File: src/rtl/alu_pipe.sv
// Two-stage pipelined ALU with valid/ready handshakes on both sides.
// Stage 1 captures the operand/opcode triple; stage 2 holds the result, the {Z,N,C,V} flags and the illegal-opcode flag.
module alu_pipe #(
  parameter int NB_DATA = 8,
  parameter int NB_OP   = 6
) (
  input  logic               clk,
  input  logic               i_rst_n,
  input  logic               i_valid,
  output logic               o_ready,
  input  logic [NB_DATA-1:0] i_datoA,
  input  logic [NB_DATA-1:0] i_datoB,
  input  logic [NB_OP-1:0]   i_operation,
  output logic               o_valid,
  input  logic               i_ready,
  output logic [NB_DATA-1:0] o_result,
  output logic [3:0]         o_flags,
  output logic               o_err
);

  localparam int NB_SH = (NB_DATA > 1) ? $clog2(NB_DATA) : 1;
  localparam int MSB   = NB_DATA - 1;

  localparam logic [NB_DATA-1:0] SH_LIMIT = NB_DATA'(NB_DATA);

  localparam logic [NB_OP-1:0] OP_ADD = NB_OP'(6'b100000);
  localparam logic [NB_OP-1:0] OP_SUB = NB_OP'(6'b100010);
  localparam logic [NB_OP-1:0] OP_AND = NB_OP'(6'b100100);
  localparam logic [NB_OP-1:0] OP_OR  = NB_OP'(6'b100101);
  localparam logic [NB_OP-1:0] OP_XOR = NB_OP'(6'b100110);
  localparam logic [NB_OP-1:0] OP_NOR = NB_OP'(6'b100111);
  localparam logic [NB_OP-1:0] OP_SRA = NB_OP'(6'b000011);
  localparam logic [NB_OP-1:0] OP_SRL = NB_OP'(6'b000010);

  logic               s1_valid;
  logic [NB_DATA-1:0] s1_a;
  logic [NB_DATA-1:0] s1_b;
  logic [NB_OP-1:0]   s1_op;
  logic               s2_valid;
  logic               en1;
  logic               en2;

  logic [NB_DATA:0]   sum;
  logic [NB_DATA:0]   diff;
  logic [NB_SH-1:0]   sh;
  logic               sh_big;
  logic [NB_DATA-1:0] res;
  logic               carry;
  logic               ovf;
  logic               illegal;
  logic [3:0]         flags;

  // A stage may load when its downstream neighbour can take its current content.
  assign en2     = ~s2_valid | i_ready;
  assign en1     = ~s1_valid | en2;
  assign o_ready = en1;
  assign o_valid = s2_valid;

  // The extra top bit of diff is the borrow: it is set exactly when A < B unsigned.
  assign sum    = {1'b0, s1_a} + {1'b0, s1_b};
  assign diff   = {1'b0, s1_a} - {1'b0, s1_b};
  assign sh_big = (s1_b >= SH_LIMIT);
  assign sh     = s1_b[NB_SH-1:0];

  // NOTE: every always_comb output is given a default first so no path leaves it unassigned (no latch).
  always_comb begin
    res     = '0;
    carry   = 1'b0;
    ovf     = 1'b0;
    illegal = 1'b0;
    case (s1_op)
      OP_ADD: begin
        res   = sum[MSB:0];
        carry = sum[NB_DATA];
        ovf   = (s1_a[MSB] == s1_b[MSB]) && (sum[MSB] != s1_a[MSB]);
      end
      OP_SUB: begin
        res   = diff[MSB:0];
        carry = diff[NB_DATA];
        ovf   = (s1_a[MSB] != s1_b[MSB]) && (diff[MSB] != s1_a[MSB]);
      end
      OP_AND: res = s1_a & s1_b;
      OP_OR:  res = s1_a | s1_b;
      OP_XOR: res = s1_a ^ s1_b;
      OP_NOR: res = ~(s1_a | s1_b);
      OP_SRL: begin
        if (sh_big) res = '0;
        else        res = s1_a >> sh;
      end
      OP_SRA: begin
        // Kept as an if/else: in a ?: next to an unsigned operand the shift would lose its sign fill.
        if (sh_big) res = {NB_DATA{s1_a[MSB]}};
        else        res = $signed(s1_a) >>> sh;
      end
      default: illegal = 1'b1;
    endcase
    flags = illegal ? 4'b0000 : {(res == '0), res[MSB], carry, ovf};
  end

  // NOTE: sequential state uses non-blocking assignments so every register samples pre-edge values.
  always_ff @(posedge clk or negedge i_rst_n) begin
    if (!i_rst_n) begin
      s1_valid <= 1'b0;
      s1_a     <= '0;
      s1_b     <= '0;
      s1_op    <= '0;
    end else if (en1) begin
      s1_valid <= i_valid;
      if (i_valid) begin
        s1_a  <= i_datoA;
        s1_b  <= i_datoB;
        s1_op <= i_operation;
      end
    end
  end

  always_ff @(posedge clk or negedge i_rst_n) begin
    if (!i_rst_n) begin
      s2_valid <= 1'b0;
      o_result <= '0;
      o_flags  <= 4'b0000;
      o_err    <= 1'b0;
    end else if (en2) begin
      s2_valid <= s1_valid;
      if (s1_valid) begin
        o_result <= res;
        o_flags  <= flags;
        o_err    <= illegal;
      end
    end
  end

endmodule

File: config.mk
export PLATFORM = sky130hd
export DESIGN_NAME = alu_pipe
export DESIGN_NICKNAME = d
export VERILOG_FILES = /design/src/rtl/alu_pipe.sv
export SDC_FILE = /design/constraint.sdc
export NUM_CORES = 1
export LEC_CHECK = 0
export BUFFER_PORTS_ARGS = -buffer_cell sky130_fd_sc_hd__buf_4
export CORE_ASPECT_RATIO = 0.75
export CORE_MARGIN = 10
export CORE_UTILIZATION = 46
export CTS_CLUSTER_SIZE = 28
export DETAILED_ROUTE_END_ITERATION = 7
export PLACE_DENSITY_LB_ADDON = 0.05
export SLEW_MARGIN = 20
export SYNTH_ARGS = -nofsm -noshare
export SYNTH_HDL_FRONTEND = slang
export SYNTH_SLANG_ARGS = --single-unit
File: constraint.sdc
create_clock -name clk -period 3.8 [get_ports clk]
set_clock_uncertainty 0.2 [all_clocks]
set_input_delay 0 -clock clk [delete_from_list [all_inputs] [get_ports clk]]
set_output_delay 0 -clock clk [all_outputs]
set_load 0.03 [all_outputs]
==> results of run 1 <==
cells in the mapped netlist, types with 6 or more instances:
| cell type | count | area, um^2 |
|---|---|---|
| o211ai_1 | 8 | 60.1 |
| inv_1 | 23 | 86.3 |
| nand2_1 | 23 | 86.3 |
| o21ai_0 | 23 | 115 |
| a21oi_1 | 17 | 85.1 |
| dfrtp_1 | 36 | 901 |
| nand2b_1 | 8 | 50.1 |
| mux2_2 | 27 | 304 |
| a211oi_1 | 9 | 67.6 |
| mux2i_1 | 7 | 70.1 |
| nand3_1 | 6 | 30.0 |
| nor3_1 | 7 | 35.0 |
| nor2_1 | 18 | 67.6 |
| ha_1 | 26 | 325 |
where the power goes:
group	switching (mW)	internal, mW	leakage (nW)
sequential	0.0666	0.429	0.439
combinational	0.425	0.334	1.19
clock	0.148	0.194	0.0541
total	0.639	0.958	1.68
how the worst min path moves through the flow:
stage	end	slack (ps)	depth (start not counted)
floorplan	o_err	-500	0
global placement	s1_a[4]	-220	1
detailed placement	s1_a[4]	-210	1
CTS	s1_a[4]	7	2
global route	s1_b[3]	30	2
finish	s1_a[4]	-10	2
timing repair:
| item | 4_1_cts | 5_1_grt |
|---|---|---|
| hold buffers | 26 | 0 |
| buffers inserted | 0 | 0 |
| endpoints found under the hold margin | 60 | 0 |
| endpoints found under the setup margin | 0 | 0 |
cell families after synthesis:
logic type	count (synthesis)	share of synthesized area (%)
buffers and inverters	40	6.04
muxes	39	15.8
adders and majority gates	27	11.2
xor gates and xnor gates	6	1.70
and+or+nand+nor	91	16.1
DFF	36	29.2
AOI/OAI and AO/OA	89	20.0
routing by layer:
layer	wire (um)	up-vias	part of all wire, %
li1	-	1344	-
met1	4300	1337	49
met3	619	10	7.0
met5	0	-	0
met2	3850	96	44
met4	69	0	0.78
critical path: stages, from the launching register on:
cell	delay (ps)
dfrtp_1	440
inv_1	100
ha_1	170
inv_1	60
fa_1	380
a221oi_1	380
o2bb2ai_1	150
xnor2_1	140
a221oi_1	360
nand4_1	170
o41ai_2	220
registers in the layout, summed over array words and instances (netlist names):
register and count:
s1_a 8, s1_op 6, s1_b 8, o_valid 1, o_result 8, o_err 1, o_flags 3, s1_valid 1
area by class of cell:
type	instances	share of cell area, %
clock buffer	5	1.79
inverter	24	2.34
multi-input combinational	252	52.0
sequential	36	23.4
tap	81	2.64
clock inverter	3	1.11
timing repair buffer	77	16.7
==> metrics, run 1 <==
gr ovfl total 0; Root Buffer clkbuf_8; wire length per cell about 18 um; drt pass-1 iters 5; ys async rst share 100%; final setup TNS 0 ps; Die Ht around 91 um; cell area after layout 3840 um^2; Relative slew margins 40.6%; unrepaired setup endpoints after global routing no; global-route wire length before repair approximately 15000 um; Clock transition at path regs 80 ps; reg2reg setup slack a little over 900 ps; FP Rows 25; worst hold-check path type primary input to asynchronous set/reset pin; status finished, violations left; drt drc 0; die footprint around 10000 um^2; Fillers approximately 540; most frequent cells in the layout buf_4 (51), dfrtp_1 (36), mux2_2 (27); final period utilization between 70 and 80%; Starting Density 48.1%; top-level I/O count 41; Setup crit start s1_a[0]; Hold Worst Slack -11.7 ps; Slew Limit Fails 0; Final Setup Violations 0; Tot GR Track Use 17.1%; failing checks hold timing; Pwr per Cell Area 416 nW/um^2; Max Root-Sink Buffers 2; fin crit period around 2900 ps; post_cts resized 0; Top FF cell, synth dfrtp_1; commonest non-fill, non-tap cell in the layout buf_4; Crit Path Max Fanout 5; H-tree depth 2; GR peak layer met1; n_diodes 0; Syn Inst Count about 330; CP required 3790 ps; core region area around 6400 um^2; worst vdd ir about 0.2 mV; Placed Area between 3000 and 4000 um^2; met3 Track Usage GR 4.12%; Syn Area/Cell between 9 and 10 um^2; register area 901 um^2; initial antenna violation count 0; Yosys reg bits 36; CTS Buf Count 5; CTS tree done; final worst slack around 920 ps; achievable frequency approximately 350 MHz; CP Class register to register; Startpoint Class register; multi-input logic area about 2000 um^2; library cells used by synthesis 63; Seq/Total Area, Yosys roughly 29%; CP arrival 2870 ps; worst reg2reg endpoint o_flags[3]; Post-DRT Antenna Nets 0; Nets ~450; GR Util met1 25.5%; Post-Syn Area ~3100 um^2; EDFF count, synth 0; cell total after placement 444; Final Util 59.9%; PortBufs 40; final hold vios 12; hpwl dp roughly 7000 um; starting DRC count in detailed routing around 220; R2R depth 10; crit path to o_flags[3]; gpl congestion approximately 0.89; Vias approximately 2.8k; die width around 110 um; worst slew pin tran a little under 900 ps; vias in the first global route 2761; met2 usage approximately 24%; max_cap viols 0; Non-Filler Instances between 400 and 500; Num Clock Sinks 36; r2r startpoint s1_a[0]; Setup WS pre-CTS 941 ps; clock latency at the later pin of the worst-skew pair between 200 and 300 ps; Yosys warnings 0; largest net degree at the start of global routing 37; critical path endpoint category register; Avg Vias per Cell just under 6; share of layout cells above drive strength 1 between 20% and 30%; Syn Nets 381; leak pwr around 1.7 nW; Syn-to-layout area delta 24.6%; routed wire length between 8000 and 9000 um; Tot Pwr between 1.5 and 2 mW
(Power assumes the default switching activity.)
==> run 2, diff against run 1 <==
==> constraint.sdc (replaced) <==
create_clock -name clk -period 2.6 [get_ports clk]
set_clock_uncertainty 0.2 [all_clocks]
set_input_delay 0 -clock clk [delete_from_list [all_inputs] [get_ports clk]]
set_output_delay 0 -clock clk [all_outputs]
set_load 0.03 [all_outputs]
==> metrics, run 2 (synthesis gave the netlist of run 1 again) <==
status finished, violations left; failing checks setup timing; Die Ht 90.9 um (unchanged); final hold vios 0 (-12); Relative slew margins 64.0% (+23 points); routed wire length 9500 um (+7.5%); CP Cell Sequence inv_2 > ha_4 > inv_2 > fa_2 > a221oi_4 > o2bb2ai_2 > xnor2_1 > a221oi_2 > nand4_1 > o41ai_2; commonest non-fill, non-tap cell in the layout buf_4; share of layout cells above drive strength 1 40.3% (+14 points); internal cell power 1.56 mW (+62%); clock latency at the later pin of the worst-skew pair 290 ps (about the same); CTS Buf Count 5 (unchanged); slowest stage delay, CP 410 ps (-30 ps); reg2reg setup slack -80 ps (-1000 ps); Root Buffer clkbuf_8; cell mode on critical path inv_2; Final Setup Violations 1 (+1); final worst slack -79.6 ps (-1000 ps); gpl congestion 0.937 (+5.5%); drt drc 0 (unchanged); Avg Vias per Cell 5.68 (-2.6%); Post-DRT Antenna Nets 0 (unchanged); CP arrival 2670 ps (-200 ps); Syn-to-layout area delta 41.9%; die width 115 um (unchanged); top-level I/O count 41 (unchanged); CTS tree done; Clock transition at path regs 70 ps (about the same); starting DRC count in detailed routing 195 (-13%); die footprint 10400 um^2 (unchanged); achievable frequency 373 MHz (+7.5%); fin crit period 2680 ps (-200 ps); unrepaired setup endpoints after global routing yes; Placed Area 3790 um^2 (+9.3%); multi-input logic area 2140 um^2 (+7.4%); largest net degree at the start of global routing 37 (unchanged); global-route wire length before repair 15500 um (+6.0%); PortBufs 40 (unchanged); Startpoint Class register; final period utilization 103% (+27 points); top flop regs o_result: 8 flops, s1_a: 8 flops, s1_b: 8 flops; Num Clock Sinks 36 (unchanged); Sw Pwr 1.03 mW (+62%); drt pass-1 iters 4 (-1); CP required 2590 ps (-1200 ps); initial antenna violation count 0 (unchanged); Clock power frac 16.3% (-5.1 points); register area 905 um^2 (+0.42%); hpwl dp 7160 um (+5.4%); Starting Density 48.1% (unchanged); FP Rows 25 (unchanged); Max Root-Sink Buffers 2 (unchanged); Nets 499 (+11%); core region area 6410 um^2 (unchanged); Crit Path Max Fanout 2 (-3); worst slew pin tran 538 ps (-351 ps); CP Class register to register; Vias 2997 (+7.5%); wire length per cell 18.0 um (-2.7%); critical path endpoint category register; combinational share of power 56.6% (+9.1 points); H-tree depth 2 (unchanged); leak pwr 1.92 nW (+14%); most frequent cells in the layout buf_4 (98), dfrtp_1 (33), mux2_2 (27); vias in the first global route 3022 (+9.5%); Pwr per Cell Area 591 nW/um^2 (+42%); cell area after layout 4380 um^2 (+14%); max_cap viols 0 (unchanged); Tot GR Track Use 18.1% (+0.99 points); Fillers 488 (-9.3%); Slew Limit Fails 0 (unchanged); worst vdd ir 0.343 mV (+77%); gr ovfl total 0 (unchanged); Seq pwr share 27.1% (-4.0 points); crit path max-delay cell type fa_2; worst hold-check path type primary input to asynchronous set/reset pin; n_diodes 0 (unchanged); Tot Pwr 2.59 mW (+62%); Net Sw Frac 39.9% (-0.14 points)
[run 2: final cells by class]
cell class | instances | area share (%)
clock inverter | 1 | 0.171
tap | 81 | 2.31
clock buffer | 7 | 1.97
timing repair buffer | 127 | 23.7
multi-input combinational | 252 | 49.0
sequential | 36 | 20.7
inverter | 24 | 2.17
[run 2: worst paths after layout]
check,startpoint,to,depth (start not counted)
worst max-delay path,s1_a[0],o_flags[3],10
worst min-delay path,i_rst_n,s1_a[3],2
worst max register to register,s1_a[0],o_flags[3],10
worst min register to register,o_result[3],o_result[3],2
max in group asynchronous,i_rst_n,s1_a[5],2
min in group clk,i_datoA[0],s1_a[0],3
[run 2: through the flow]
stage          TNS [ps]  instances  hold WS (ps)  utilization, %  setup WS [ps]
6_report          -79.6        528          9.38            68.3          -79.6
5_1_grt            -301        528          42.7            68.3           -155
4_1_cts           -25.5        521          7.80            66.3          -25.5
3_5_place_dp       -334        481          -213            59.2           -246
3_3_place_gp       -125        481          -216            59.2           -125
2_1_floorplan         0        328          -496               -           1.30
[run 2: power by group through the flow]
stage                     combinational, mW  sequential, mW  clock (mW)
after CTS                              1.38           0.696       0.438
after global routing                   1.57           0.712       0.467
after detailed placement               1.27           0.708           0
after floorplan                       0.792           0.735           0
final                                  1.47           0.702       0.421
after global placement                 1.26           0.705           0
[run 2: critical path: cells and delay by family, from the launching register on]
| kind | cells | cell delay, ps |
|---|---|---|
| AO/OA/AOI/OAI | 4 | 1030 |
| XOR/XNOR | 1 | 140 |
| adder cells (fa/ha/maj) | 2 | 540 |
| buffers and inverters | 2 | 120 |
| flip-flops | 1 | 400 |
| AND/OR/NAND/NOR | 1 | 160 |
[run 2: metal layers]
layer,vias to the layer above,GRT usage (%),wire [um]
met5,-,0,0
li1,1449,-,-
met2,87,26.7,4080
met1,1451,25.5,4740
met3,10,4.85,582
met4,0,4.17,101
[run 2: timing repair]
| item | CTS | global route |
|---|---|---|
| endpoints found under the setup margin | 5 | 7 |
| pin swaps | 7 | 12 |
| buffers inserted | 6 | 7 |
| hold buffers | 26 | 0 |
| gates resized for setup | 11 | 19 |
| endpoints found under the hold margin | 60 | 0 |
